--- config.mk ---
export PLATFORM = sky130hd
export DESIGN_NAME = csr_pins_pwm
export DESIGN_NICKNAME = d
export VERILOG_FILES = /design/src/rtl/csr_pins_pwm.sv
export SDC_FILE = /design/constraint.sdc
export NUM_CORES = 1
export LEC_CHECK = 0
export CAP_MARGIN = 10
export CORE_UTILIZATION = 30
export CTS_BUF_LIST = sky130_fd_sc_hd__clkbuf_4
export DETAILED_ROUTE_END_ITERATION = 8
export HOLD_SLACK_MARGIN = 0.1
export MAX_ROUTING_LAYER = met4
export PLACE_DENSITY_LB_ADDON = 0.3
export SYNTH_ARGS = -nofsm -noshare
export SYNTH_HDL_FRONTEND = slang
export SYNTH_SLANG_ARGS = --single-unit
--- constraint.sdc ---
create_clock -name clk -period 2.3 [get_ports clk]
set_input_delay 0.345 -clock clk [delete_from_list [all_inputs] [get_ports clk]]
set_output_delay 0.345 -clock clk [all_outputs]
set_load 0.05 [all_outputs]
--- src/rtl/csr_pins_pwm.sv ---
// CSR-mapped output pins: each pin is a static level or a PWM waveform driven by
// a shared prescaler/phase counter, with duty values shadowed at period boundaries.
module csr_pins_pwm #(
  parameter logic [11:0] BASE_ADDR = 12'hbc1,
  parameter int          COUNT     = 8,
  parameter int          RES       = 8
) (
  input  logic             clk,
  input  logic             rstn,
  input  logic             read,
  input  logic [2:0]       modify,
  input  logic [31:0]      wdata,
  input  logic [11:0]      addr,
  output logic [31:0]      rdata,
  output logic             valid,
  output logic [COUNT-1:0] pins
);

  localparam logic [11:0] NREG = 12'(COUNT + 3);

  logic [COUNT-1:0] level_q;
  logic [COUNT-1:0] mode_q;
  logic [15:0]      prescale_q;
  logic [15:0]      pre_cnt_q;
  logic [RES-1:0]   phase_q;
  logic [RES-1:0]   duty_q     [COUNT];
  logic [RES-1:0]   duty_act_q [COUNT];
  logic [COUNT-1:0] pins_q;

  logic [11:0] offset;
  logic        hit;
  logic        wr_en;
  logic [31:0] cur;
  logic [31:0] nxt;
  logic        tick;
  logic        wrap;

  // Addresses below BASE_ADDR wrap to large offsets, so one compare covers both sides.
  assign offset = addr - BASE_ADDR;
  assign hit    = (offset < NREG);
  assign valid  = hit & (read | (modify != 3'b000));
  assign wr_en  = hit & (modify != 3'b000);
  assign rdata  = valid ? cur : 32'd0;

  // NOTE: every output of this block gets a default first, so no path leaves cur unassigned (no latch).
  always_comb begin
    cur = '0;
    if (offset == 12'd0) cur[COUNT-1:0] = level_q;
    if (offset == 12'd1) cur[COUNT-1:0] = mode_q;
    if (offset == 12'd2) cur[15:0]      = prescale_q;
    for (int i = 0; i < COUNT; i++) begin
      if (offset == 12'(i + 3)) cur[RES-1:0] = duty_q[i];
    end
  end

  // Illegal multi-hot modify resolves as write > set > clear.
  always_comb begin
    if (modify[0])      nxt = wdata;
    else if (modify[1]) nxt = cur | wdata;
    else                nxt = cur & ~wdata;
  end

  // ">=" so a PRESCALE written below pre_cnt ends the interval on the next cycle.
  assign tick = (pre_cnt_q >= prescale_q);
  assign wrap = tick & (&phase_q);

  // NOTE: sequential state uses non-blocking assignments, so duty_act loads the
  // pre-edge DUTY value even when a DUTY write lands on the wrap edge.
  always_ff @(posedge clk or negedge rstn) begin
    if (!rstn) begin
      level_q    <= '0;
      mode_q     <= '0;
      prescale_q <= '0;
      pre_cnt_q  <= '0;
      phase_q    <= '0;
      pins_q     <= '0;
      // NOTE: the duty arrays are small registers, not RAM, so they are reset explicitly.
      for (int i = 0; i < COUNT; i++) begin
        duty_q[i]     <= '0;
        duty_act_q[i] <= '0;
      end
    end else begin
      if (wr_en && offset == 12'd0) level_q    <= nxt[COUNT-1:0];
      if (wr_en && offset == 12'd1) mode_q     <= nxt[COUNT-1:0];
      if (wr_en && offset == 12'd2) prescale_q <= nxt[15:0];

      pre_cnt_q <= tick ? 16'd0 : pre_cnt_q + 16'd1;
      if (tick) phase_q <= phase_q + RES'(1);

      for (int i = 0; i < COUNT; i++) begin
        if (wr_en && offset == 12'(i + 3)) duty_q[i] <= nxt[RES-1:0];
        if (wrap) duty_act_q[i] <= duty_q[i];
        pins_q[i] <= mode_q[i] ? (phase_q < duty_act_q[i]) : level_q[i];
      end
    end
  end

  assign pins = pins_q;

endmodule

# Yosys cells after proc, flatten, opt, wreduce, memory -nomap -nowiden
# Index checks and enable logic that the tools add are counted.
op_classes:
  reduce_logical: 14
  addsub: 3
  magnitude_cmp: 10
  n_bitwise: 7
  mux: 23
  eq_ne: 10
ops:
  columns: ["operator", "n"]
  rows:
  - ["16-bit 2-to-1 mux", 5]
  - ["8-bit 2-to-1 mux", 10]
  - ["8-bit < comparator", 8]
  - ["12-bit by 3-bit == test with 1-bit output (second input constant)", 4]
  - ["12-bit by 4-bit == test with 1-bit output (second input constant)", 3]
  - ["12-bit by 2-bit == test with 1-bit output (second input constant)", 2]
  - ["16-bit by 1-bit adder with 16-bit output (second input constant)", 1]
  - ["16-bit AND", 1]
  - ["16-bit >= comparator", 1]
  - ["16-bit inverter", 1]
  - ["16-bit bitwise OR", 1]
  - ["12-bit by 1-bit == test with 1-bit output (second input constant)", 1]
  - ["12-bit zero test", 1]
  - ["12-bit by 4-bit < comparator with 1-bit output (second input constant)", 1]
  - ["12-bit subtractor (second input constant)", 1]
  - ["1-bit logical AND", 11]
  - ["8-bit by 1-bit adder with 8-bit output (second input constant)", 1]
  - ["1-bit 2-to-1 mux", 8]
  - ["8-bit AND reduction", 1]
  - ["1-bit AND", 3]
  - ["3-bit nonzero test", 1]
  - ["1-bit bitwise OR", 1]
word_totals:
  out_inout_bits: 41
  elab_cells: 89
  inputBits: 50
  reg_bits: 192

# Longest topological paths before layout
# Gate-level depths: netlist of run 1.
depth:
  depth_word: 16
  ltp_mapped: 10
  mapped_depth_nobuf: 8

# Least setup slack after synthesis of run 1
# OpenSTA, ideal clock, no wires.
synth_timing:
  path_kind: "in2out"
  startpoint: "input port addr[4]"
  endpoint: "output port rdata[14]"
  required_time_ns: 1.955
  n_path_buf: 3
  arrival_time_ns: 3.028
  path_slack_ns: -1.073
  path_stages: 7
  cell_sequence: "buf_6 and4bb_4 and2_1 buf_2 o311ai_1 clkbuf_1 nor4_1"
synth_via:
  elab_chain_len: 4
  elab_cells_between_ends: 6
  cone_classes: "add/sub (1); order compare (1); eq/ne (1); mux (2); bitwise (1)"
synth_rtl:
  columns: ["element", "line", "source"]
  rows:
  - ["start: declaration", "13", "input logic [11:0] addr,"]
  - ["12-bit subtractor *", "39", "assign offset = addr - BASE_ADDR;"]
  - ["12-bit by 4-bit < comparator with 1-bit output / 12-bit by 2-bit == test with 1-bit output (equally long branches)", "40, 50", null]
  - ["1-bit AND / 16-bit 2-to-1 mux (equally long branches)", "41, 50", null]
  - ["16-bit 2-to-1 mux *", "43", "assign rdata = valid ? cur : 32'd0;"]
  - ["end: declaration", "14", "output logic [31:0] rdata,"]
# Mark *: on every way between the ends. The rest lies on a longest branch, timed or not.

# Worst setup path in the final report of run 1
layout_timing:
  startpoint: "register mode_q[0]"
  endpoint: "output port rdata[0]"
layout_via:
  elab_chain_len: 11
layout_rtl:
  columns: ["element", "line", "source"]
  rows:
  - ["start: declaration", "22", "logic [COUNT-1:0] mode_q;"]
  - ["start signal: assignment", "84", "if (wr_en && offset == 12'd1) mode_q <= nxt[COUNT-1:0];"]
  - ["8-bit 2-to-1 mux", "49", "if (offset == 12'd1) cur[COUNT-1:0] = mode_q;"]
  - ["16-bit 2-to-1 mux", "50", "if (offset == 12'd2) cur[15:0] = prescale_q;"]
  - ["8-bit 2-to-1 mux (8 in series)", "52", "if (offset == 12'(i + 3)) cur[RES-1:0] = duty_q[i];"]
  - ["16-bit 2-to-1 mux", "43", null]
# Every way passes these cells.

==> qor.yml, run 1 <==
cts.clk_slew.worst_paths_ps: 200
path_cells: "nand3b_1 -> a2111oi_2 -> o211ai_1 -> a32oi_1 -> a31oi_1 -> nor2_2 -> buf_6"
nNetsFinal: 1394
route.antenna.remaining_nets: 0
synth-simple-area-share_pct: 12.4
crit_path_top_delay_cell: "dfrtp_1"
worstSetupEndpointType: "output port"
cts.sink_count: 192
status: "finished with violations"
violations: "setup timing"
grt.overflow.total: 0
syn_area_sq_mm: 0.0109
rows: 69
final.setup_skew_ps: 35.4
synth_compound_area_share_pct: 13.0
synth-xor-area-share_pct: 1.77
maxClockFrequency_mhz: 378
synthArstFlopShare_pct: 100
drt_iter0_drc: 548
tightestPinTransition_ps: 680
die_h_microns: 192
hold_path.class: "in2async"
critPathMaxFanout: 2
crit_required_ps: 1960
grt_pass1_wl_mm: 52.3
slowest_delay_ps: 410
firstDrtPassIters: 5
placed_cell_area_sq_mm: 0.0132
setup_ws_ps: -345
synth_edf_count: 0
layout_min_cycle_time_ps: 2650
cts_tree: "done"
setup_viol: 64
wire_per_inst_microns: 19.3
avgViaCountPerCell: 4.96
relSlewSlack_pct: 54.7
synth_flop_cell: "dfrtp_1"
rsz0062_at_grt: "true"
synth-adder-area-share_pct: 8.52
syn_avg_cell_area_sq_um: 10.5
path_delay_family: "compound AO/OA/AOI/OAI gates"
fin_crit_sh_pct: 115
drive_gt1_share_pct: 38.7
synthCells: 1034
seq_area_frac_synth_pct: 44.2
die-area_sq_mm: 0.0370
io_pins: 91
final_cells: 1745
die_w_microns: 192
startpoint_type: "flip-flop"
area_growth_syn_to_layout_pct: 35.2
cp_num_buf_inv: 1
setup_tns_ps: -8230
port-buffer-count: 58
final-hold-violation-count: 0
hpwl_mm: 24.1
design_area_sq_mm: 0.0147
yosysWarnings: 0
cts_max_level: 4
p_leak_nw: 6.82
synth_top_family_by_area: "compound AO/OA/AOI/OAI gates"
ys_seq_elements: 192
routed_wl_mm: 33.6
drc: 0
gp_congestion: 0.899
grt_max_degree: 51
initial_core_util_pct: 30.5
place_inst: 1657
irDropWorstVdd_mv: 0.268
synth_mux_area_share_pct: 12.9
cp.arrival_ps: 2300
drv_cap: 0
grt_pass1_vias: 8684
final_max_slew_viol_count: 0
grt.total_usage_pct: 19.5
p_per_area_mw_per_mm2: 497
dr_total_vias: 8660
cts_buffers: 17
yosysUniqueCellTypes: 71
grt_antenna_before_repair: 1
core_sq_mm: 0.0356
root_buffer: "clkbuf_4"
path_class: "reg2out"
clk_latency_ps: 620
cts_buffer_depth: 2
## metal layers
| layer | global-route usage [%] | vias up | share of wire (%) |
|---|---|---|---|
| met3 | 3.07 | 28 | 4.1 |
| met2 | 30.7 | 197 | 47 |
| met1 | 26.5 | 4334 | 47 |
| met5 | - | - | 0 |
| met4 | 3.94 | 0 | 1.3 |
| li1 | - | 4101 | - |
## placed cells by master (no fill, tap or decap), drive strengths merged, types with 29 or more instances in the layout
cell	count
nand2	29
o21ai	29
a21oi	80
buf	234
nor2	99
ha	74
mux2	106
nand3	31
inv	93
dfrtp	192
## synth_stat cells (5+ instances only)
| master | instances | area [sq um] |
|---|---|---|
| a211oi_1 | 5 | 37.5 |
| a21o_1 | 18 | 135 |
| a21oi_1 | 70 | 350 |
| a21oi_2 | 10 | 87.6 |
| a22o_1 | 10 | 87.6 |
| a22oi_1 | 6 | 45.0 |
| a31oi_1 | 5 | 31.3 |
| and2_1 | 5 | 31.3 |
| and3_1 | 10 | 62.6 |
| buf_2 | 27 | 135 |
| buf_4 | 19 | 143 |
| buf_6 | 12 | 135 |
| clkbuf_1 | 10 | 37.5 |
| dfrtp_1 | 192 | 4800 |
| ha_1 | 74 | 926 |
| inv_1 | 85 | 319 |
| mux2_2 | 106 | 1190 |
| mux2i_1 | 14 | 140 |
| nand2_1 | 28 | 105 |
| nand2b_1 | 19 | 119 |
| nand3_1 | 30 | 150 |
| nor2_1 | 99 | 372 |
| nor2b_1 | 8 | 50.1 |
| nor3_1 | 5 | 25.0 |
| nor3_2 | 12 | 120 |
| nor4_1 | 13 | 81.3 |
| o211ai_1 | 10 | 75.1 |
| o21a_1 | 7 | 52.6 |
| o21ai_0 | 28 | 140 |
| o22ai_1 | 17 | 106 |
| xnor2_1 | 14 | 123 |
| xor2_1 | 8 | 70.1 |
## cell families after synthesis
logic type,after synthesis
adder cells (fa/ha/maj),74
buffers and inverters,154
XOR/XNOR,22
multiplexers,123
AND/OR/NAND/NOR,254
AO/OA/AOI/OAI,214
flip-flops,192
other,1
## through the flow
stage	hold WS (ps)	setup WS (ps)	total power, mW	util, %
finish	208	-345	7.31	41.3
global route	204	-435	7.73	41.3
CTS	185	-374	7.39	40.5
detailed placement	352	-578	5.36	37.0
global placement	343	-656	5.32	37.0
floorplan	49.4	-229	4.59	-
## sequential cells by signal, indices dropped and copies added (netlist names)
signal	cells
prescale_q	16
phase_q	8
pre_cnt_q	16
mode_q	8
pins	8
duty_q	64
duty_act_q	64
level_q	8
## power by group
group / total [mW] / switching (mW) / internal [mW]
combinational: 1.84 / 1.08 / 0.759
clock: 1.98 / 1.38 / 0.599
sequential: 3.48 / 0.0581 / 3.42
total: 7.31 / 2.52 / 4.78
## path summary, 6_finish.rpt
path	cells past startpoint	to	start	slack, ps
max	7	rdata[0]	mode_q[0]$_DFFE_PN0P_	-350
min in group clk	2	prescale_q[13]$_DFFE_PN0P_	wdata[13]	340
max in group asynchronous	4	duty_act_q[20]$_DFFE_PN0P_	rstn	1310
max reg2reg	11	duty_act_q[51]$_DFFE_PN0P_	prescale_q[14]$_DFFE_PN0P_	-210
min reg2reg	1	prescale_q[15]$_DFFE_PN0P_	prescale_q[15]$_DFFE_PN0P_	530
min	2	pre_cnt_q[12]$_DFF_PN0_	rstn	210
## layout make-up
class	count	area (sq um)
multi-input cells	703	6170
fillers	3457	20900
clock inverters	15	173
diodes	1	2.50
flip-flops and latches	192	4810
clock buffers	17	128
well taps	461	577
inverters	85	322
repair buffers	271	2510
## timing repair
action	CTS	global route
pin swaps	41	27
endpoints found under the hold margin	156	0
buffers inserted	34	22
endpoints found under the setup margin	99	99
resized for setup	161	47
hold buffers	1	0
gates cloned	6	0
No activity file was read; power rests on OpenSTA's default activity.
==> run 2, diff against run 1 <==
--- a/config.mk
+++ b/config.mk
@@ -12,6 +12,7 @@
 export HOLD_SLACK_MARGIN = 0.1
 export MAX_ROUTING_LAYER = met4
 export PLACE_DENSITY_LB_ADDON = 0.3
+export SETUP_SLACK_MARGIN = 0.3
 export SYNTH_ARGS = -nofsm -noshare
 export SYNTH_HDL_FRONTEND = slang
 export SYNTH_SLANG_ARGS = --single-unit
==> run 2 against run 1 <==
- the flow still finishes with violations (setup timing)
- die area unchanged
- core utilization increased by 2.6 points
- hold slack got worse by 28 ps
- global-route usage increased by 0.12 points
==> qor.yml, run 2 (synthesis results as in run 1) <==
reg2reg_slack_ps: -190  # was -210 ps
pre_cts_slack_ps: -516  # was -578 ps
hpwl_mm: 24.5  # was 24.1 mm
clk_latency_ps: 620  # about the same
routed_wl_mm: 34.6  # was 33.6 mm
irDropWorstVdd_mv: 0.304  # was 0.268 mV
die_h_microns: 192  # unchanged
drive_gt1_share_pct: 43.7  # was 38.7%
grt_pass1_vias: 8843  # was 8684
dr_total_vias: 8910  # was 8660
path_class: "reg2out"  # unchanged
status: "finished with violations"  # unchanged
final.setup_skew_ps: 34.7  # was 35.4 ps
final_max_slew_viol_count: 0  # unchanged
tightestPinTransition_ps: 504  # was 680 ps
initial_core_util_pct: 30.5  # unchanged
critPathMaxFanout: 2  # unchanged
port-buffer-count: 58  # unchanged
grt.total_usage_pct: 19.6  # was 19.5%
rsz0062_at_grt: "true"  # unchanged
layout_common_cells: "190 x dfrtp_1, 181 x buf_4, 80 x inv_1"  # was 190 x dfrtp_1, 187 x buf_4, 92 x nor2_1
path_delay_family: "compound AO/OA/AOI/OAI gates"  # unchanged
ff2ff_path_depth: 12  # was 11
grt_max_degree: 61  # was 51
cts_max_level: 4  # unchanged
drt_iter0_drc: 462  # was 548
cp.arrival_ps: 2350  # was 2300 ps
die_w_microns: 192  # unchanged
route.antenna.remaining_nets: 0  # unchanged
startpoint_type: "flip-flop"  # unchanged
whs_ps: 179  # was 208 ps
violations: "setup timing"  # unchanged
core_sq_mm: 0.0356  # unchanged
setup_viol: 91  # was 64
path_cells: "nand3b_1 -> a2111oi_2 -> o211ai_1 -> a32oi_2 -> a31oi_1 -> nor2_2 -> buf_6"  # was nand3b_1 -> a2111oi_2 -> o211ai_1 -> a32oi_1 -> a31oi_1 -> nor2_2 -> buf_6
rows: 69  # unchanged
r2r-start: "prescale_q[7]$_DFFE_PN0P_"  # was prescale_q[14]$_DFFE_PN0P_
cts_buffers: 17  # unchanged
cp_num_buf_inv: 1  # unchanged
setup_tns_ps: -10310  # was -8230 ps
grt.overflow.total: 0  # unchanged
io_pins: 91  # unchanged
drv_cap: 0  # unchanged
crit_path_top_delay_cell: "dfrtp_1"  # unchanged
top_regs: "duty_act_q x64, duty_q x64"  # unchanged
crit_required_ps: 1960  # about the same
p_leak_nw: 7.22  # was 6.82 nW
r2r_end: "duty_act_q[61]$_DFFE_PN0P_"  # was duty_act_q[51]$_DFFE_PN0P_
placed_cell_area_sq_mm: 0.0135  # was 0.0132 sq mm
worstSetupEndpointType: "output port"  # unchanged
final-hold-violation-count: 0  # unchanged
setup_ws_ps: -392  # was -345 ps
gp_congestion: 0.933  # was 0.899
area_growth_syn_to_layout_pct: 43.8  # was 35.2%
grt_pass1_wl_mm: 52.6  # was 52.3 mm
root_buffer: "clkbuf_4"  # unchanged
nNetsFinal: 1430  # was 1394
die-area_sq_mm: 0.0370  # unchanged
drc: 0  # unchanged
grt_antenna_before_repair: 2  # was 1
maxClockFrequency_mhz: 371  # was 378 MHz
slowest_delay_ps: 440  # was 410 ps
design_area_sq_mm: 0.0156  # was 0.0147 sq mm
hold_path.class: "in2async"  # unchanged
final_common_cell: "dfrtp_1"  # unchanged
firstDrtPassIters: 6  # was 5
wire_per_inst_microns: 19.4  # was 19.3 microns
cts_buffer_depth: 2  # unchanged
cts_tree: "done"  # unchanged
layout_min_cycle_time_ps: 2690  # was 2650 ps
fin_crit_sh_pct: 117  # was 115%
avgViaCountPerCell: 5.00  # was 4.96
relSlewSlack_pct: 66.2  # was 54.7%
p_per_area_mw_per_mm2: 469  # was 497 mW/mm^2
cts.sink_count: 192  # unchanged
cts.clk_slew.worst_paths_ps: 190  # was 200 ps
[run 2: area by class of cell]
cell class,count,area [sq um]
Multi-Input combinational cell,704,6550
Timing Repair Buffer,306,3090
Clock buffer,17,128
Antenna cell,1,2.50
Inverter,85,319
Clock inverter,15,146
Sequential cell,192,4810
Tap cell,461,577
Fill cell,3322,19900
[run 2: what timing repair did]
action / in CTS / in global routing
resized for setup: 185 / 101
hold buffers: 1 / 0
setup endpoints to repair: 181 / 163
cloned: 10 / 1
pin swaps: 52 / 50
hold endpoints to repair: 192 / 0
buffers inserted: 51 / 26
[run 2: layer usage]
metal | global-route usage (%) | share of wire, %
met5 | - | 0
met4 | 6.30 | 2.4
met3 | 2.73 | 3.7
met2 | 31.3 | 49
met1 | 25.6 | 45
[run 2: where the power goes]
part	total, mW	internal [mW]	switching [mW]
sequential	3.48	3.43	0.0531
combinational	1.98	0.842	1.14
clock	1.86	0.567	1.29
total	7.32	4.83	2.49
[run 2: metrics by stage]
stage	util (%)	total power, mW	cells
after global routing	43.9	7.74	1781
after floorplan	-	4.61	1049
after detailed placement	37.9	5.40	1659
final	43.9	7.32	1781
after CTS	41.9	7.31	1753
after global placement	37.9	5.35	1659
[run 2: worst max path at each step]
stage,start,end,slack [ps],cells after the start
2_1_floorplan,addr[4],rdata[14],-230,7
3_3_place_gp,addr[2],rdata[2],-520,8
3_5_place_dp,addr[2],rdata[2],-520,8
4_1_cts,mode_q[0]$_DFFE_PN0P_,rdata[0],-390,7
5_1_grt,mode_q[0]$_DFFE_PN0P_,rdata[0],-530,7
6_report,mode_q[0]$_DFFE_PN0P_,rdata[0],-390,7
